$ cat config.mk
export PLATFORM = sky130hd
export DESIGN_NAME = ltssm_lane_agg
export DESIGN_NICKNAME = d
export VERILOG_FILES = /design/src/rtl/ltssm_pkg.sv /design/src/rtl/ltssm_lane_qual.sv /design/src/rtl/ltssm_lane_agg.sv
export SDC_FILE = /design/constraint.sdc
export NUM_CORES = 1
export LEC_CHECK = 0
export BUFFER_PORTS_ARGS = -buffer_cell sky130_fd_sc_hd__buf_2
export CAP_MARGIN = 20
export CORE_MARGIN = 5
export CORE_UTILIZATION = 58
export DETAILED_ROUTE_END_ITERATION = 6
export MAX_ROUTING_LAYER = met4
export PLACE_DENSITY = 0.89
export SETUP_SLACK_MARGIN = 0.4
export SYNTH_ARGS = -nofsm -noshare
export SYNTH_HDL_FRONTEND = slang
export SYNTH_SLANG_ARGS = --single-unit
$ cat constraint.sdc
create_clock -name clk -period 2.6 [get_ports clk]
set_input_delay 0.13 -clock clk [delete_from_list [all_inputs] [get_ports clk]]
set_output_delay 0.13 -clock clk [all_outputs]
set_load 0.02 [all_outputs]
$ cat src/rtl/ltssm_pkg.sv
// Shared types and helpers for the LTSSM lane-aggregation fabric.
// FSM state enum, ts_info field positions, qualifier counter width.
package ltssm_pkg;

  typedef enum logic [1:0] {
    IDLE     = 2'd0,
    WAIT_ACK = 2'd1,
    DONE     = 2'd2
  } agg_state_e;

  localparam int TS_ST_MSB  = 7;
  localparam int TS_ST_LSB  = 4;
  localparam int TS_SUB_MSB = 3;
  localparam int TS_SUB_LSB = 0;

  function automatic int qual_cnt_w(input int q);
    return (q < 1) ? 1 : $clog2(q + 1);
  endfunction

endpackage

$ cat src/rtl/ltssm_lane_qual.sv
// Saturating per-lane qualifier: counts consecutive cycles of p2c.
// qual is high once the count has reached QUAL_CYC.
module ltssm_lane_qual
  import ltssm_pkg::*;
#(
  parameter int QUAL_CYC = 4
) (
  input  logic clk,
  input  logic rst,
  input  logic p2c,
  input  logic clr,
  output logic qual
);

  localparam int W = qual_cnt_w(QUAL_CYC);
  localparam logic [W-1:0] MAX = W'(QUAL_CYC);

  logic [W-1:0] cnt_q, cnt_d;

  always_comb begin
    cnt_d = cnt_q;
    if (clr || !p2c) begin
      cnt_d = '0;
    end else if (cnt_q != MAX) begin
      cnt_d = cnt_q + 1'b1;
    end
  end

  always_ff @(posedge clk or negedge rst) begin
    if (!rst) begin
      cnt_q <= '0;
    end else begin
      cnt_q <= cnt_d;
    end
  end

  assign qual = (cnt_q == MAX);

endmodule

$ cat src/rtl/ltssm_lane_agg.sv
// N-lane TS-info broadcast / ack collection / p2c qualification.
// Optional lane reversal with LTSSM_LANE_REVERSAL_EN.
module ltssm_lane_agg
  import ltssm_pkg::*;
#(
  parameter int NUM_LANES   = 4,
  parameter int INFO_W      = 8,
  parameter int QUAL_CYC    = 4,
  parameter int ACK_TIMEOUT = 1023,
  localparam int CW = $clog2(NUM_LANES + 1)
) (
  input  logic                 clk,
  input  logic                 rst,
  input  logic [NUM_LANES-1:0] rx_det,
`ifdef LTSSM_LANE_REVERSAL_EN
  input  logic                 lane_rev,
`endif
  input  logic                 mask_load,
  output logic [NUM_LANES-1:0] lane_mask,
  output logic [CW-1:0]        active_cnt,
  input  logic [INFO_W-1:0]    ts_info,
  input  logic                 ts_update,
  output logic                 ts_update_ack,
  output logic                 busy,
  output logic                 ack_timeout,
  output logic [NUM_LANES-1:0] failed_lanes,
  output logic [INFO_W-1:0]    lane_ts_info,
  output logic [NUM_LANES-1:0] lane_update,
  input  logic [NUM_LANES-1:0] lane_ack_tx,
  input  logic [NUM_LANES-1:0] lane_ack_rx,
  input  logic [NUM_LANES-1:0] lane_p2c,
  output logic                 p2c_all,
  output logic                 p2c_any
);

  localparam int TW = $clog2(ACK_TIMEOUT + 1);
  localparam logic [TW-1:0] TMAX = TW'(ACK_TIMEOUT - 1);

  typedef logic [NUM_LANES-1:0] lanes_t;

  agg_state_e state_q, state_d;
  lanes_t mask_q, mask_d;
  lanes_t pend_q, pend_d;
  lanes_t tx_q, tx_d;
  lanes_t rx_q, rx_d;
  lanes_t failed_q, failed_d;
  lanes_t qual;
  logic [TW-1:0] timer_q, timer_d;
  logic [INFO_W-1:0] info_q, info_d;
  logic to_q, to_d;
  logic all_q, all_d;
  logic any_q, any_d;
  logic accept;
  logic rev;
  logic [CW-1:0] cnt;

  function automatic lanes_t lmap(input lanes_t v, input logic r);
    lanes_t o;
    for (int i = 0; i < NUM_LANES; i++) begin
      o[i] = r ? v[NUM_LANES-1-i] : v[i];
    end
    return o;
  endfunction

`ifdef LTSSM_LANE_REVERSAL_EN
  // Orientation only changes between transactions.
  logic rev_q;

  assign rev = (state_q == IDLE) ? lane_rev : rev_q;

  always_ff @(posedge clk or negedge rst) begin
    if (!rst) begin
      rev_q <= 1'b0;
    end else begin
      rev_q <= rev;
    end
  end
`else
  assign rev = 1'b0;
`endif

  lanes_t det_m, atx_m, arx_m, p2c_m;

  assign det_m = lmap(rx_det, rev);
  assign atx_m = lmap(lane_ack_tx, rev);
  assign arx_m = lmap(lane_ack_rx, rev);
  assign p2c_m = lmap(lane_p2c, rev);

  always_comb begin
    state_d  = state_q;
    mask_d   = mask_q;
    pend_d   = pend_q;
    tx_d     = tx_q;
    rx_d     = rx_q;
    failed_d = failed_q;
    timer_d  = timer_q;
    info_d   = info_q;
    to_d     = 1'b0;
    accept   = 1'b0;
    unique case (state_q)
      IDLE: begin
        if (mask_load) begin
          mask_d = det_m;
        end
        if (ts_update) begin
          accept   = 1'b1;
          info_d   = ts_info;
          pend_d   = mask_q;
          tx_d     = '0;
          rx_d     = '0;
          timer_d  = '0;
          failed_d = '0;
          state_d  = WAIT_ACK;
        end
      end
      WAIT_ACK: begin
        pend_d  = pend_q & ~(tx_q & rx_q);
        tx_d    = tx_q | (atx_m & pend_q);
        rx_d    = rx_q | (arx_m & pend_q);
        timer_d = timer_q + 1'b1;
        if (pend_d == '0) begin
          state_d = DONE;
        end else if (timer_q == TMAX) begin
          failed_d = pend_d;
          to_d     = 1'b1;
          pend_d   = '0;
          state_d  = IDLE;
        end
      end
      DONE: begin
        state_d = IDLE;
      end
      default: begin
        state_d = IDLE;
      end
    endcase
  end

  for (genvar g = 0; g < NUM_LANES; g++) begin : g_qual
    ltssm_lane_qual #(
      .QUAL_CYC(QUAL_CYC)
    ) u_qual (
      .clk (clk),
      .rst (rst),
      .p2c (p2c_m[g]),
      .clr (~mask_q[g] | accept),
      .qual(qual[g])
    );
  end

  always_comb begin
    all_d = (|mask_q) & (&(qual | ~mask_q));
    any_d = |(qual & mask_q);
  end

  always_ff @(posedge clk or negedge rst) begin
    if (!rst) begin
      state_q  <= IDLE;
      mask_q   <= '1;
      pend_q   <= '0;
      tx_q     <= '0;
      rx_q     <= '0;
      failed_q <= '0;
      timer_q  <= '0;
      info_q   <= '0;
      to_q     <= 1'b0;
      all_q    <= 1'b0;
      any_q    <= 1'b0;
    end else begin
      state_q  <= state_d;
      mask_q   <= mask_d;
      pend_q   <= pend_d;
      tx_q     <= tx_d;
      rx_q     <= rx_d;
      failed_q <= failed_d;
      timer_q  <= timer_d;
      info_q   <= info_d;
      to_q     <= to_d;
      all_q    <= all_d;
      any_q    <= any_d;
    end
  end

  always_comb begin
    cnt = '0;
    for (int i = 0; i < NUM_LANES; i++) begin
      cnt = cnt + CW'(mask_q[i]);
    end
  end

  assign lane_mask     = mask_q;
  assign active_cnt    = cnt;
  assign lane_update   = pend_q;
  assign lane_ts_info  = info_q;
  assign failed_lanes  = failed_q;
  assign ack_timeout   = to_q;
  assign ts_update_ack = (state_q == DONE);
  assign busy          = (state_q != IDLE);
  assign p2c_all       = all_q;
  assign p2c_any       = any_q;

endmodule

==> impl_results.md <==
- Gp weighted congestion: 0.8436
- Via/cell ratio: 5.545
- Syn Inst Count: between 200 and 300
- Switch Pwr: 1469 uW
- Post-synth net total: 311
- Worst Setup Start Kind: register
- CP max stage cell: dfstp_2
- GRT Util Overall: 22.04%
- Switching Share: 41.82%
- Synthesized cell area: 2580 um2
- Final setup margin: 0.4028 ns
- Min-delay src: ts_info[2]
- Ant diodes: 0
- Pleak: 0.001596 uW
- Critical path capture point type: output port
- Worst Path Max Fanout: 4
- Most frequent cells after synthesis: nand2_1, dfrtp_1, nor2_1, inv_1
- Global-route wire length before repair: approximately 10000 um
- Finished Cell Area: 3118 um2
- Synth top area share: 49.47%
- DRC viols: 0
- Fmax: approximately 460 MHz
- Synth top area cells: dfrtp_1, nand2_1, ha_1
- Die width: 76.70 um
- Max Slew Vio Count: 0
- Final wirelength: about 6000 um
- Pwr dens: about 1100 nW/um2
- Layout Nets: roughly 370
- Num CTS Buffers: 5
- CORE AREA: 4324 um2
- Layout Skew: ~0.010 ns
- Placed Instance Area: around 2900 um2
- P_int: 2044 uW
- Detail Placement HPWL: 4277 um
- Unrepaired setup endpoints after global routing: true
- CP most frequent cell: ha_4
- Clock Sinks: 55
- Starting Density: 59.66%
- Post-Synthesis Mean Instance Area: 9.591 um2
- Top_reg_cell synth: dfrtp_1
- Layout cells sized above 1: 24.92%
- Yosys reg bits: 55
- Final hold vios: 0
- Port Buffers: 55
- Peak VDD IR: 0.9435 mV
- Max-slew headroom: between 40% and 50%
- DIE HEIGHT: ~77 um
- Clk Latency, worst-skew pair: ~0.32 ns
- Count of different cell masters after synthesis: 34
- Vias in the first global route: 2152
- Largest area contributor in the netlist: dfrtp_1
- Final period util: 84.51%
- CTS Buffer Depth: 2
- Actual slew at the worst max-slew pin: 0.8134 ns
- Hold Slack: 0.009785 ns
- Routed vias: approximately 2100
- Fillers: 336
- Synth warn: 0
- Clock-pin slew on the worst setup and hold paths: 0.09 ns
- Outcome: completed
- Worst-path cell chain: inv_4 -> fa_1 -> inv_2 -> ha_4 -> ha_4 -> buf_6
- Hold EP: lane_ts_info[2]$_DFFE_PN0P_
- Place WS: a little over 0.6 ns
- Clock root buffer: clkbuf_8
- FFs w/ async S/R, synth: 100.0%
- WL/cell: 15.42 um
- Critical Path AT: 2.07 ns
- Worst hold stages: 3
- Maxcap violations: 0
- Drt pass-1 iters: 4
- Count leader, synth: nand2_1
- Final setup TNS: 0 ns
- Largest net degree at the start of global routing: 29
- R2R Path End: failed_lanes[0]$_DFFE_PN0P_
- Endpoints failing setup: 0
- Register-to-register setup slack: 0.71 ns
- CP Data Required Time: 2.47 ns
- Cells on worst reg2reg path: 4
- CTS tree: built
- H-tree level count: 2
- Share of the yosys chip area belonging to registers: 53.54%
- Die area: 5882 um2
- RR Startpoint: lane_update[0]$_DFFE_PN0P_
- Final core occ: 72.11%
- 1st-iter DRT viols: 95
- HP Class: input pin to register
- Worst path max stage delay: 0.58 ns
- Part of the power in registers: approximately 37%
- Clk pwr share: between 10% and 20%
- Comb pwr share: 45.9%
- FP Rows: 24
- Antenna viol nets, final: 0
- EDFF count, synth: 0
- Final min period: 2.197 ns
- Kind of critical path: register to output port
- I/O pin count: 56
- P&R area growth vs syn: 20.85%
- Total gr overflow: 0
- Initial antenna violation count: 0
[kinds of logic after synthesis]
logic type	count (synthesis)	synth area share, %
AO/OA/AOI/OAI	41	9.796
adder cells (fa/ha/maj)	14	7.081
multiplexers	11	4.316
AND/OR/NAND/NOR	114	19.25
XOR/XNOR	5	1.697
flip-flops	55	53.54
buffers and inverters	29	4.316
[metrics by stage]
step,cells,total power (uW)
floorplan,269,2293
global placement,371,2690
detailed placement,371,2753
CTS,383,3493
global route,385,3774
finish,385,3512
[routing by layer]
layer	track usage, %	up-vias	share of wire [%]
met1	25.62	1026	41
met2	37.69	63	52
met4	7.692	0	2.1
li1	-	1035	-
met3	4.684	11	5.4
met5	-	-	0
[cell type report]
| class | instances | area [um2] | area share (%) |
|---|---|---|---|
| clock buffers | 6 | 82.58 | 2.648 |
| clock inverters | 2 | 35.03 | 1.124 |
| inverters | 20 | 77.57 | 2.488 |
| multi-input cells | 185 | 1117 | 35.83 |
| flip-flops and latches | 55 | 1381 | 44.30 |
| well taps | 52 | 65.06 | 2.087 |
| repair buffers | 65 | 359.1 | 11.52 |
[layout by cell type, fill, tap and decap left out, drive strengths merged, types with 2 or more instances in the layout]
cell type,count
buf,64
nand2,56
dfrtp,51
nor2,24
inv,20
nand3,13
ha,13
o21ai,12
mux2i,10
a31oi,9
clkbuf,6
nand4,5
a21oi,5
a21boi,4
o22ai,4
xnor2,4
nor3,4
dfstp,4
and3,3
nor2b,2
and2,2
o211ai,2
o31ai,2
[critical path: cells and delay by family, from the launching register on]
kind | cells | cell delay, ns
fa+ha+maj | 3 | 0.97
flops | 1 | 0.58
buf+inv | 3 | 0.20
[how the worst max path moves through the flow]
| stage | depth (start not counted) | startpoint | slack, ns | to |
|---|---|---|---|---|
| finish | 6 | lane_mask[1]$_DFFE_PN1P_ | 0.40 | active_cnt[1] |
| global placement | 6 | lane_mask[0]$_DFFE_PN1P_ | 0.66 | active_cnt[1] |
| floorplan | 5 | lane_mask[0]$_DFFE_PN1P_ | 0.67 | active_cnt[1] |
| detailed placement | 6 | lane_mask[0]$_DFFE_PN1P_ | 0.62 | active_cnt[1] |
| CTS | 6 | lane_mask[0]$_DFFE_PN1P_ | 0.41 | active_cnt[1] |
| global route | 6 | lane_mask[1]$_DFFE_PN1P_ | 0.37 | active_cnt[1] |
[power by group through the flow]
stage / clock (uW) / sequential, uW / combinational (uW)
2_1_floorplan: 0 / 1450 / 844
3_3_place_gp: 0 / 1320 / 1370
3_5_place_dp: 0 / 1340 / 1420
4_1_cts: 598 / 1310 / 1590
5_1_grt: 631 / 1350 / 1790
6_report: 588 / 1310 / 1610
[registers in the layout, indices dropped and copies added, names as in the netlist, 4 cells and up]
register,cells
lane_ts_info,8
tx_q,4
lane_update,4
lane_mask,4
g_qual.u_qual.cnt_q,12
timer_q,10
rx_q,4
failed_lanes,4
[what timing repair did]
action                                 4_1_cts  5_1_grt
pin swaps                                    1        1
hold buffers                                 1        0
buffers inserted                             3        2
setup endpoints to repair                    2        1
gates resized for setup                      6        3
endpoints found under the hold margin       23        0
No activity file was read; power rests on OpenSTA's default activity.
